### src/rtl/trap_controller.sv
// Machine-mode trap controller: arbitrates pipeline trap requests, owns the M-mode trap CSRs and
// issues a one-cycle PC redirect. Optional vectored mtvec mode is enabled by defining TRAP_VECTORED_EN.
package trap_pkg;
  typedef enum logic {TRAP_ENTER = 1'b0, TRAP_RETURN = 1'b1} trap_mode_e;

  typedef struct packed {
    logic        valid;
    trap_mode_e  mode;
    logic [31:0] cause;
    logic [31:0] pc;
    logic [31:0] tval;
  } trap_req_t;

  typedef struct packed {
    logic        valid;
    logic [31:0] rediraddr;
  } trap_res_t;

  localparam logic [11:0] CSR_MSTATUS = 12'h300;
  localparam logic [11:0] CSR_MTVEC   = 12'h305;
  localparam logic [11:0] CSR_MEPC    = 12'h341;
  localparam logic [11:0] CSR_MCAUSE  = 12'h342;
  localparam logic [11:0] CSR_MTVAL   = 12'h343;
endpackage

module trap_controller
  import trap_pkg::*;
#(
  parameter logic [31:0] RESET_MTVEC = 32'h0000_0100,
  parameter int          VEC_CAUSE_W = 6
) (
  input  logic        clk,
  input  logic        start,
  input  trap_req_t   trap_req_f,
  input  trap_req_t   trap_req_d,
  input  trap_req_t   trap_req_e,
  input  trap_req_t   trap_req_m,
  output trap_res_t   trap_res,
  input  logic [11:0] csr_addr,
  input  logic        csr_we,
  input  logic [31:0] csr_wdata,
  output logic [31:0] csr_rdata
);

  typedef enum logic {ST_IDLE = 1'b0, ST_REDIR = 1'b1} state_e;

  state_e      state_r, next_state_s;
  trap_req_t   win_s;
  logic        accept_s;
  logic [31:0] target_s, trap_base_s, enter_target_s;
  trap_res_t   trap_res_r;
  logic [31:2] mtvec_r;
  logic [31:0] mepc_r, mcause_r, mtval_r;
  logic        mie_r, mpie_r;
  logic [1:0]  mtvec_mode_s;

  assign trap_base_s = {mtvec_r, 2'b00};
  assign trap_res    = trap_res_r;

`ifdef TRAP_VECTORED_EN
  logic mtvec_m0_r;
  assign mtvec_mode_s = {1'b0, mtvec_m0_r};

  // Vectored entry offsets the base by the low cause bits, word-aligned.
  always_comb begin
    enter_target_s = trap_base_s;
    if (mtvec_m0_r) begin
      enter_target_s = trap_base_s +
        {{(30 - VEC_CAUSE_W){1'b0}}, win_s.cause[VEC_CAUSE_W-1:0], 2'b00};
    end else begin
      enter_target_s = trap_base_s;
    end
  end
`else
  logic cfg_unused_s;
  assign cfg_unused_s   = (VEC_CAUSE_W > 0);
  assign mtvec_mode_s   = 2'b00;
  assign enter_target_s = trap_base_s;
`endif

  // Fixed-priority arbitration (oldest stage wins) and FSM next-state.
  always_comb begin
    win_s        = trap_req_f;
    next_state_s = state_r;
    accept_s     = 1'b0;
    target_s     = enter_target_s;
    if (trap_req_m.valid) begin
      win_s = trap_req_m;
    end else if (trap_req_e.valid) begin
      win_s = trap_req_e;
    end else if (trap_req_d.valid) begin
      win_s = trap_req_d;
    end else begin
      win_s = trap_req_f;
    end
    case (state_r)
      ST_IDLE: begin
        if (win_s.valid) begin
          accept_s     = 1'b1;
          next_state_s = ST_REDIR;
          if (win_s.mode == TRAP_RETURN) begin
            target_s = mepc_r;
          end else begin
            target_s = enter_target_s;
          end
        end else begin
          next_state_s = ST_IDLE;
        end
      end
      ST_REDIR: next_state_s = ST_IDLE;
      default:  next_state_s = ST_IDLE;
    endcase
  end

  // State register and registered redirect output.
  always_ff @(posedge clk or negedge start) begin
    if (!start) begin
      state_r    <= ST_IDLE;
      trap_res_r <= '0;
    end else begin
      state_r <= next_state_s;
      if (accept_s) begin
        trap_res_r <= {1'b1, target_s};
      end else begin
        trap_res_r <= '0;
      end
    end
  end

  // CSR state: a trap accept takes precedence over a same-cycle CSR write.
  always_ff @(posedge clk or negedge start) begin
    if (!start) begin
      mtvec_r  <= RESET_MTVEC[31:2];
`ifdef TRAP_VECTORED_EN
      mtvec_m0_r <= RESET_MTVEC[0];
`endif
      mepc_r   <= 32'h0000_0000;
      mcause_r <= 32'h0000_0000;
      mtval_r  <= 32'h0000_0000;
      mie_r    <= 1'b0;
      mpie_r   <= 1'b0;
    end else if (accept_s && (win_s.mode == TRAP_ENTER)) begin
      mepc_r   <= win_s.pc;
      mcause_r <= win_s.cause;
      mtval_r  <= win_s.tval;
      mpie_r   <= mie_r;
      mie_r    <= 1'b0;
    end else if (accept_s) begin
      mie_r  <= mpie_r;
      mpie_r <= 1'b1;
    end else if (csr_we) begin
      case (csr_addr)
        CSR_MSTATUS: begin
          mie_r  <= csr_wdata[3];
          mpie_r <= csr_wdata[7];
        end
        CSR_MTVEC: begin
          mtvec_r <= csr_wdata[31:2];
`ifdef TRAP_VECTORED_EN
          mtvec_m0_r <= csr_wdata[0];
`endif
        end
        CSR_MEPC:   mepc_r   <= {csr_wdata[31:2], 2'b00};
        CSR_MCAUSE: mcause_r <= csr_wdata;
        CSR_MTVAL:  mtval_r  <= csr_wdata;
        default:    mcause_r <= mcause_r;
      endcase
    end else begin
      mie_r <= mie_r;
    end
  end

  // Combinational CSR read of pre-edge state; MPP is hardwired to M-mode.
  always_comb begin
    csr_rdata = 32'h0000_0000;
    case (csr_addr)
      CSR_MSTATUS: csr_rdata = {19'b0, 2'b11, 3'b000, mpie_r, 3'b000, mie_r, 3'b000};
      CSR_MTVEC:   csr_rdata = {mtvec_r, mtvec_mode_s};
      CSR_MEPC:    csr_rdata = mepc_r;
      CSR_MCAUSE:  csr_rdata = mcause_r;
      CSR_MTVAL:   csr_rdata = mtval_r;
      default:     csr_rdata = 32'h0000_0000;
    endcase
  end

endmodule
### config.mk
export PLATFORM = sky130hd
export DESIGN_NAME = trap_controller
export DESIGN_NICKNAME = d
export VERILOG_FILES = /design/src/rtl/trap_controller.sv
export SDC_FILE = /design/constraint.sdc
export NUM_CORES = 1
export LEC_CHECK = 0
export ABC_CLOCK_PERIOD_IN_PS = 4300
export CORE_AREA = 2 2 198 200
export CTS_BUF_LIST = sky130_fd_sc_hd__clkbuf_4 sky130_fd_sc_hd__clkbuf_8
export CTS_CLUSTER_DIAMETER = 50
export DETAILED_ROUTE_END_ITERATION = 10
export DIE_AREA = 0 0 200 202
export MAX_ROUTING_LAYER = met4
export PLACE_DENSITY = 0.62
export SLEW_MARGIN = 40
export SYNTH_ARGS = -nofsm -noshare
export SYNTH_HDL_FRONTEND = slang
export SYNTH_SLANG_ARGS = --single-unit
### constraint.sdc
create_clock -name clk -period 4.3 [get_ports clk]
set_input_delay 0.43 -clock clk [delete_from_list [all_inputs] [get_ports clk]]
set_output_delay 0.43 -clock clk [all_outputs]
set_load 0.1 [all_outputs]
==> results of run 1 <==
[layer usage]
layer  up-vias  share of wire  global-route usage
met2       505           0.48              0.3805
li1       5007              -                   -
met1      5142           0.42              0.2919
met5         -              0                   -
met4         0          0.019             0.07037
met3        48          0.083             0.05556
[worst max-delay path, delay by kind of cell]
family	cells	cell delay, ps
buffers and inverters	3	1040
and+or+nand+nor	3	1260
AOI/OAI and AO/OA	2	330
[worst max-delay path by stage]
stage / end / slack (ps) / cells after the start
6_report: csr_rdata[15] / 800 / 8
5_1_grt: csr_rdata[0] / 730 / 6
4_1_cts: csr_rdata[0] / 890 / 6
3_5_place_dp: csr_rdata[10] / 910 / 6
3_3_place_gp: mcause_r[3]$_DFFE_PN0P_ / 750 / 6
2_1_floorplan: csr_rdata[21] / 390 / 5
[layout by cell type (no fill, tap or decap), types with 2 or more instances in the layout]
cell type / synthesis / routed
clkinvlp_4: 0 / 2
nor3_2: 2 / 2
a2bb2oi_1: 44 / 44
clkbuf_8: 0 / 18
nor2b_1: 7 / 3
o21ai_0: 125 / 125
o21ai_1: 5 / 5
clkinv_4: 0 / 5
nor2b_2: 0 / 2
nor2_1: 37 / 37
mux2_2: 64 / 64
buf_6: 4 / 3
o22ai_1: 28 / 28
nor3_1: 3 / 2
clkinv_2: 0 / 2
nand2_1: 100 / 100
and2_1: 2 / 2
buf_2: 23 / 35
dfrtp_1: 160 / 160
a21oi_1: 36 / 36
mux2i_1: 183 / 183
diode_2: 0 / 7
a22oi_1: 58 / 58
and3_1: 2 / 2
buf_4: 4 / 27
inv_6: 0 / 3
nor2b_4: 0 / 2
clkdlybuf4s50_1: 0 / 433
nand3_1: 4 / 4
a211oi_1: 33 / 31
a22o_1: 61 / 61
a211oi_2: 0 / 2
buf_12: 0 / 35
[flip-flops by register name, summed over array words and instances, names as in the netlist]
name and cells:
mepc_r 32, mtvec_r 30, mcause_r 32, mie_r 1
mtval_r 32, mpie_r 1, state_r 1, trap_res 32
[Yosys cell counts, drive strengths merged, types with 2 or more instances]
library cell  instances  share of area
or2                   2         0.0012
nand3                 4         0.0019
mux2i               183           0.17
a211oi               33          0.024
dfrtp               160           0.38
inv                   2        0.00071
and3                  2         0.0012
nand2               101          0.036
and2                  2         0.0012
a21oi                36          0.017
nor2                 38          0.014
o22ai                28          0.017
a22oi                58          0.041
nor2b                 7         0.0042
clkbuf               69          0.025
a2bb2oi              44          0.037
mux2                 64          0.069
nor3                  5         0.0033
a22o                 61          0.051
o21ai               130          0.062
nor4b                 2         0.0031
buf                  38          0.021
[report_power, final]
| group | total (mW) | internal (mW) | switching [mW] |
|---|---|---|---|
| sequential | 2.12 | 1.88 | 0.239 |
| clock | 1.06 | 0.423 | 0.636 |
| combinational | 2.05 | 0.918 | 1.14 |
[cell type report]
| type | count | area [um2] |
|---|---|---|
| fill | 3693 | 21720 |
| multi-input combinational | 815 | 6053 |
| timing repair buffer | 534 | 5456 |
| sequential | 161 | 4030 |
| tap | 518 | 648.1 |
| clock buffer | 18 | 247.7 |
| clock inverter | 13 | 106.4 |
| antenna | 7 | 17.52 |
| inverter | 2 | 7.507 |
[logic make-up after synthesis]
group	Yosys count
DFF	161
and+or+nand+nor	171
muxes	247
buffers and inverters	109
AOI/OAI and AO/OA	397
[metrics by stage]
| step | area (um2) | setup slack, ps | hold WS [ps] | std cells |
|---|---|---|---|---|
| floorplan | 10510 | 390.7 | 134.4 | 1085 |
| global placement | 16310 | 753.5 | 474.1 | 2028 |
| detailed placement | 16180 | 909.2 | 434.4 | 2029 |
| CTS | 16540 | 890.0 | 500.4 | 2061 |
| global route | 16570 | 733.9 | 538.7 | 2068 |
| finish | 16570 | 799.5 | 490.4 | 2068 |
==> key figures, run 1 <==
Floorplanning
  • Die height: 202 um
  • Die footprint: 0.04040 mm2
  • Boundary Pins: 504
  • Row cnt: 72
  • CORE AREA: 0.03829 mm2
  • Die X: approximately 200 um
  • Initial Utilization: 0.2746

Timing
  • Min Tclk post-route: 3501 ps
  • RSZ-0062 raised after global routing: false
  • Endpoints failing setup: 0
  • Worst-case clock skew: 13.65 ps
  • Tcrit/Tclk final: 0.8141
  • Setup TNS: 0 ps
  • Max Slew Vio Count: 0
  • Fin. Hold Viols: 0
  • Actual slew at the worst max-slew pin: 894.0 ps
  • Achievable frequency: 285.7 MHz
  • Worst slew margin: 0.4004

Setup path
  • Worst Setup Start Kind: primary input
  • CP peak stage delay: 500 ps
  • RR Startpoint: state_r$_DFF_PN0_
  • CP startpoint: csr_addr[4]
  • WS Path Type: in -> out
  • R2r endpoint: mepc_r[18]$_DFFE_PN0P_
  • Critical-path top delay cell: nor2b_2
  • Critical Path RT: just under 4000 ps
  • Critical Path Sink Type: output pin
  • R2R setup slack: 1850 ps
  • Cells on worst reg2reg path: 5
  • Worst Path Arrival: 3070 ps
  • Worst path cell trace: clkdlybuf4s50_1, nor3_1, nand2_1, nor2b_2, buf_4, a22oi_1, o21ai_0, buf_12
  • Critical path fanouts, max: 11

Global routing
  • Number of global-route vias before repair: ~11000
  • Total congestion overflow: 0
  • GRT Resource Usage Total: 0.2356
  • Antenna violations before repair: 7
  • First-pass GRT wire length: 68.01 mm
  • Largest net degree at the start of global routing: 89

Place
  • Port bufs: about 500
  • GP Congestion: 0.8692
  • HPWL Detailed: between 30 and 40 mm

Clock network
  • Clock slew at reported path FFs: 90 ps
  • CTS Root Cell: clkbuf_8
  • Post_cts resized: 0
  • CTS sink count: 161
  • Post-CTS setup buffer count: 0
  • H-tree depth: 4
  • CTS Buf Count: 17
  • CTS tree: yes
  • Skew-Pair Late Insertion Delay: 470 ps
  • Clk buf depth: 2
  • # hold bufs at CTS: 1

Synth
  • Async set-or-reset flop fraction in the synthesized netlist: 1.000
  • Synthesized Nets: 1524
  • Post-synthesis adder-cell area fraction: 0
  • Post-synth EDFFs: 0
  • Netlist Area Pre-Place: 0.01051 mm2
  • Largest family of logic cells by synthesized area: compound AO/OA/AOI/OAI gates
  • Ys Warns: 0
  • Netlist cell types: 47
  • Post-Synth XOR/XNOR Area: 0
  • FF+latch count, synth: 161
  • Syn Area/Cell: 9.690 um2
  • Sequential area share after synthesis: 0.3833
  • Synth Flop Type: dfrtp_1
  • Simple-gate area share of the yosys netlist: 0.07378
  • Synth Area in Compound Gates: 0.2542
  • Synthesized netlist cell count: approximately 1100
  • Mux cell area share after synthesis: 0.2428

Power
  • Leak pwr: 6.939 nW
  • Pwr/cell area: approximately 320 mW/mm2
  • Peak supply drop: between 0.0001 and 0.00015 V
  • Power, Total: 5.230 mW

Cells and area
  • Layout cells sized above 1: 0.1400
  • # nets final: ~2000
  • Util after Layout: 0.4327
  • Area added between synthesis and finish: 57.57%

Drt
  • DRT iter0 DRCs: 625
  • DR vias: around 11000
  • Final wirelength: 47.79 mm
  • Final ANT Viol Nets: 0
  • DR vias/cell: 5.175
  • DRT Pass-1 Iters: 5
  • Routed WL per cell: ~23 um
  • DRC Markers: 0

Flow run
  • Max-Cap Viols: 0

Hold path
  • Hold crit path type: in -> async

Outcome
  • Status: finished, final reports clean
No activity file was read; power rests on OpenSTA's default activity.
==> run 2: changes to the inputs <==
ABC_CLOCK_PERIOD_IN_PS = 3100   (was 4300)
CORE_AREA = 2 2 194 196   (was 2 2 198 200)
DIE_AREA = 0 0 196 198   (was 0 0 200 202)
PLACE_DENSITY = 0.66   (was 0.62)
clock period = 3.1 ns   (was 4.3 ns; I/O delays follow)
==> key figures, run 2 (synthesized netlist as in run 1, its figures left out) <==
Clock network
  • CTS Root Cell: clkbuf_8 (unchanged)
  • Post-CTS setup buffer count: 0 (unchanged)
  • CTS tree: yes (unchanged)
  • Skew-Pair Late Insertion Delay: 470 ps (about the same)
  • Clock slew at reported path FFs: 100 ps (was 90 ps)
  • Clk buf depth: 2 (unchanged)
  • CTS sink count: 161 (unchanged)
  • H-tree depth: 4 (unchanged)
  • CTS Buf Count: 17 (unchanged)

Floorplanning
  • Boundary Pins: 504 (unchanged)
  • Initial Utilization: 0.2845 (was 0.2746)
  • Die footprint: 0.03881 mm2 (was 0.04040 mm2)
  • CORE AREA: 0.03696 mm2 (was 0.03829 mm2)
  • Die height: 198 um (was 202 um)
  • Die X: 196 um (was 200 um)
  • Row cnt: 71 (was 72)

Timing
  • Endpoints failing setup: 0 (unchanged)
  • RSZ-0062 raised after global routing: false (unchanged)
  • Achievable frequency: between 300 and 400 MHz
  • Min Tclk post-route: 2880 ps
  • Actual slew at the worst max-slew pin: 741.9 ps (was 894.0 ps)
  • Worst-case clock skew: 13.94 ps (was 13.65 ps)
  • Tcrit/Tclk final: 0.9289
  • Max Slew Vio Count: 0 (unchanged)
  • Fin. Hold Viols: 0 (unchanged)
  • Final hold slack: 233.8 ps (was 490.4 ps)
  • Worst slew margin: 0.5054 (was 0.4004)

Global routing
  • Number of global-route vias before repair: 11180 (was 10890)
  • Antenna violations before repair: 9 (was 7)
  • GRT Resource Usage Total: 0.2513 (was 0.2356)
  • Largest net degree at the start of global routing: 99 (was 89)
  • Total congestion overflow: 0 (unchanged)
  • First-pass GRT wire length: 70.21 mm (was 68.01 mm)

Setup path
  • WS Path Type: in -> out (unchanged)
  • Critical Path Sink Type: output pin (unchanged)
  • RR Startpoint: state_r$_DFF_PN0_ (unchanged)
  • Critical-path top delay cell: clkdlybuf4s50_1 (was nor2b_2)
  • Crit path buffers/inverters: 4 (was 3)
  • CP startpoint: csr_addr[10] (was csr_addr[4])
  • Critical Path RT: 2790 ps (was 3870 ps)
  • Worst path cell trace: clkdlybuf4s50_1, and4bb_2, nand2_1, buf_4, nor2b_2, buf_4, a22oi_1, o21ai_0, buf_12 (was clkdlybuf4s50_1, nor3_1, nand2_1, nor2b_2, buf_4, a22oi_1, o21ai_0, buf_12)
  • Worst Path Arrival: 2570 ps (was 3070 ps)
  • Worst Setup Start Kind: primary input (unchanged)
  • Critical path fanouts, max: 13 (was 11)
  • CP top delay family: buffers and inverters (was simple AND/OR/NAND/NOR gates)
  • CP dominant cell by count: buf_4
  • CP peak stage delay: 490 ps (was 500 ps)

Outcome
  • Status: finished, final reports clean (unchanged)

Power
  • Pwr/cell area: 438.3 mW/mm2 (was 315.7 mW/mm2)
  • Sw frac: 0.3877 (was 0.3846)
  • Comb power frac: 0.395 (was 0.393)
  • Leak pwr: 7.030 nW (was 6.939 nW)
  • Switch Pwr: 2.837 mW (was 2.011 mW)
  • Peak supply drop: 0.0002497 V (was 0.0001445 V)
  • Seq pwr share: 0.402 (was 0.405)
  • Clock power frac: 0.203 (was 0.202)
  • Pint: 4.481 mW (was 3.219 mW)

Drt
  • Routed WL per cell: 23.86 um (was 23.11 um)
  • DR vias/cell: 5.390 (was 5.175)
  • Final ANT Viol Nets: 0 (unchanged)
  • Final wirelength: 48.69 mm (was 47.79 mm)
  • DRC Markers: 0 (unchanged)
  • DR vias: 11000 (was 10700)
  • DRT iter0 DRCs: 841 (was 625)
  • DRT Pass-1 Iters: 5 (unchanged)

Place
  • Port bufs: 503 (unchanged)
  • GP Congestion: 0.8887 (was 0.8692)
  • HPWL Detailed: 37.49 mm (was 36.76 mm)
  • Dpl cells: 1999 (was 2029)

Cells and area
  • Fill cells: 3513 (was 3693)
  • # nets final: 1984 (was 1970)
  • Most common cell after layout, fill and taps aside: clkdlybuf4s50_1 (unchanged)
  • Layout cells sized above 1: 0.1476 (was 0.1400)
  • Area added between synthesis and finish: 58.80% (was 57.57%)
  • Final Instance Count excl. Fillers: 2041 (was 2068)
  • Util after Layout: 0.4518 (was 0.4327)
  • Most frequent cells in the layout: clkdlybuf4s50_1 (433), mux2i_1 (183), dfrtp_1 (160) (unchanged)

Flow run
  • Max-Cap Viols: 0 (unchanged)

Hold path
  • Hold crit path type: in -> async (unchanged)
[run 2: cell count changes in the layout (fill, tap and decap cells not counted), moves of 4 or more]
cell      before  now
buf_4         27   51
buf_2         35   22
buf_12        35   39
clkinv_4       5    1
inv_6          3    7
[run 2: worst paths after layout]
kind	cells after the start	to	slack [ps]
min reg2reg	1	mie_r$_DFFE_PN0P_	490
max in group asynchronous	3	mtval_r[15]$_DFFE_PN0P_	1960
max reg2reg	5	mcause_r[19]$_DFFE_PN0P_	850
max	9	csr_rdata[30]	220
min	2	trap_res[22]$_DFF_PN0_	230
min in group clk	3	state_r$_DFF_PN0_	400
[run 2: cell type report]
cell class,instances,area [um2],area share
multi-input combinational,815,6046,0.3621
timing repair buffer,548,5640,0.3378
tap,474,593.1,0.03552
clock inverter,15,122.6,0.007344
antenna,9,22.52,0.001349
inverter,2,7.507,0.0004496
sequential,161,4030,0.2414
clock buffer,17,234.0,0.01401
[run 2: power by group through the flow]
stage               combinational, mW  sequential (mW)  clock (mW)
finish                           2.89             2.94        1.49
global route                     3.08             3.00        1.62
floorplan                        1.26             3.31           0
CTS                              2.89             2.93        1.51
global placement                 2.89             2.95           0
detailed placement               2.89             2.97           0
[run 2: per-stage QoR]
step	worst slack [ps]	area (um2)	power, mW	TNS [ps]
6_report	220.3	16700	7.319	0
4_1_cts	33.85	16670	7.339	0
3_3_place_gp	167.6	16400	5.846	0
3_5_place_dp	36.66	16300	5.860	0
5_1_grt	103.5	16690	7.697	0
2_1_floorplan	-569.3	10510	4.563	-10670
[run 2: worst reg2reg max path, delay by kind of cell (launching register included)]
kind,cells,cell delay [ps]
flip-flops,1,550
AO/OA/AOI/OAI,1,110
multiplexers,1,200
AND/OR/NAND/NOR,2,1010
buffers and inverters,1,240
[run 2: what timing repair did]
item | 4_1_cts | 5_1_grt
hold buffers | 1 | 0
setup endpoints to repair | 0 | 26
resized for setup | 0 | 1
hold endpoints to repair | 11 | 0
[run 2: metal layers]
metal  GRT usage  share of wire  up-vias  routed length, um
met5           -              0        -                  0
met4     0.08838          0.025        0               1213
met3     0.04275          0.072       69               3493
met2      0.4100           0.48      547              23550
met1      0.3154           0.42     5347              20430
li1            -              -     5039                  -
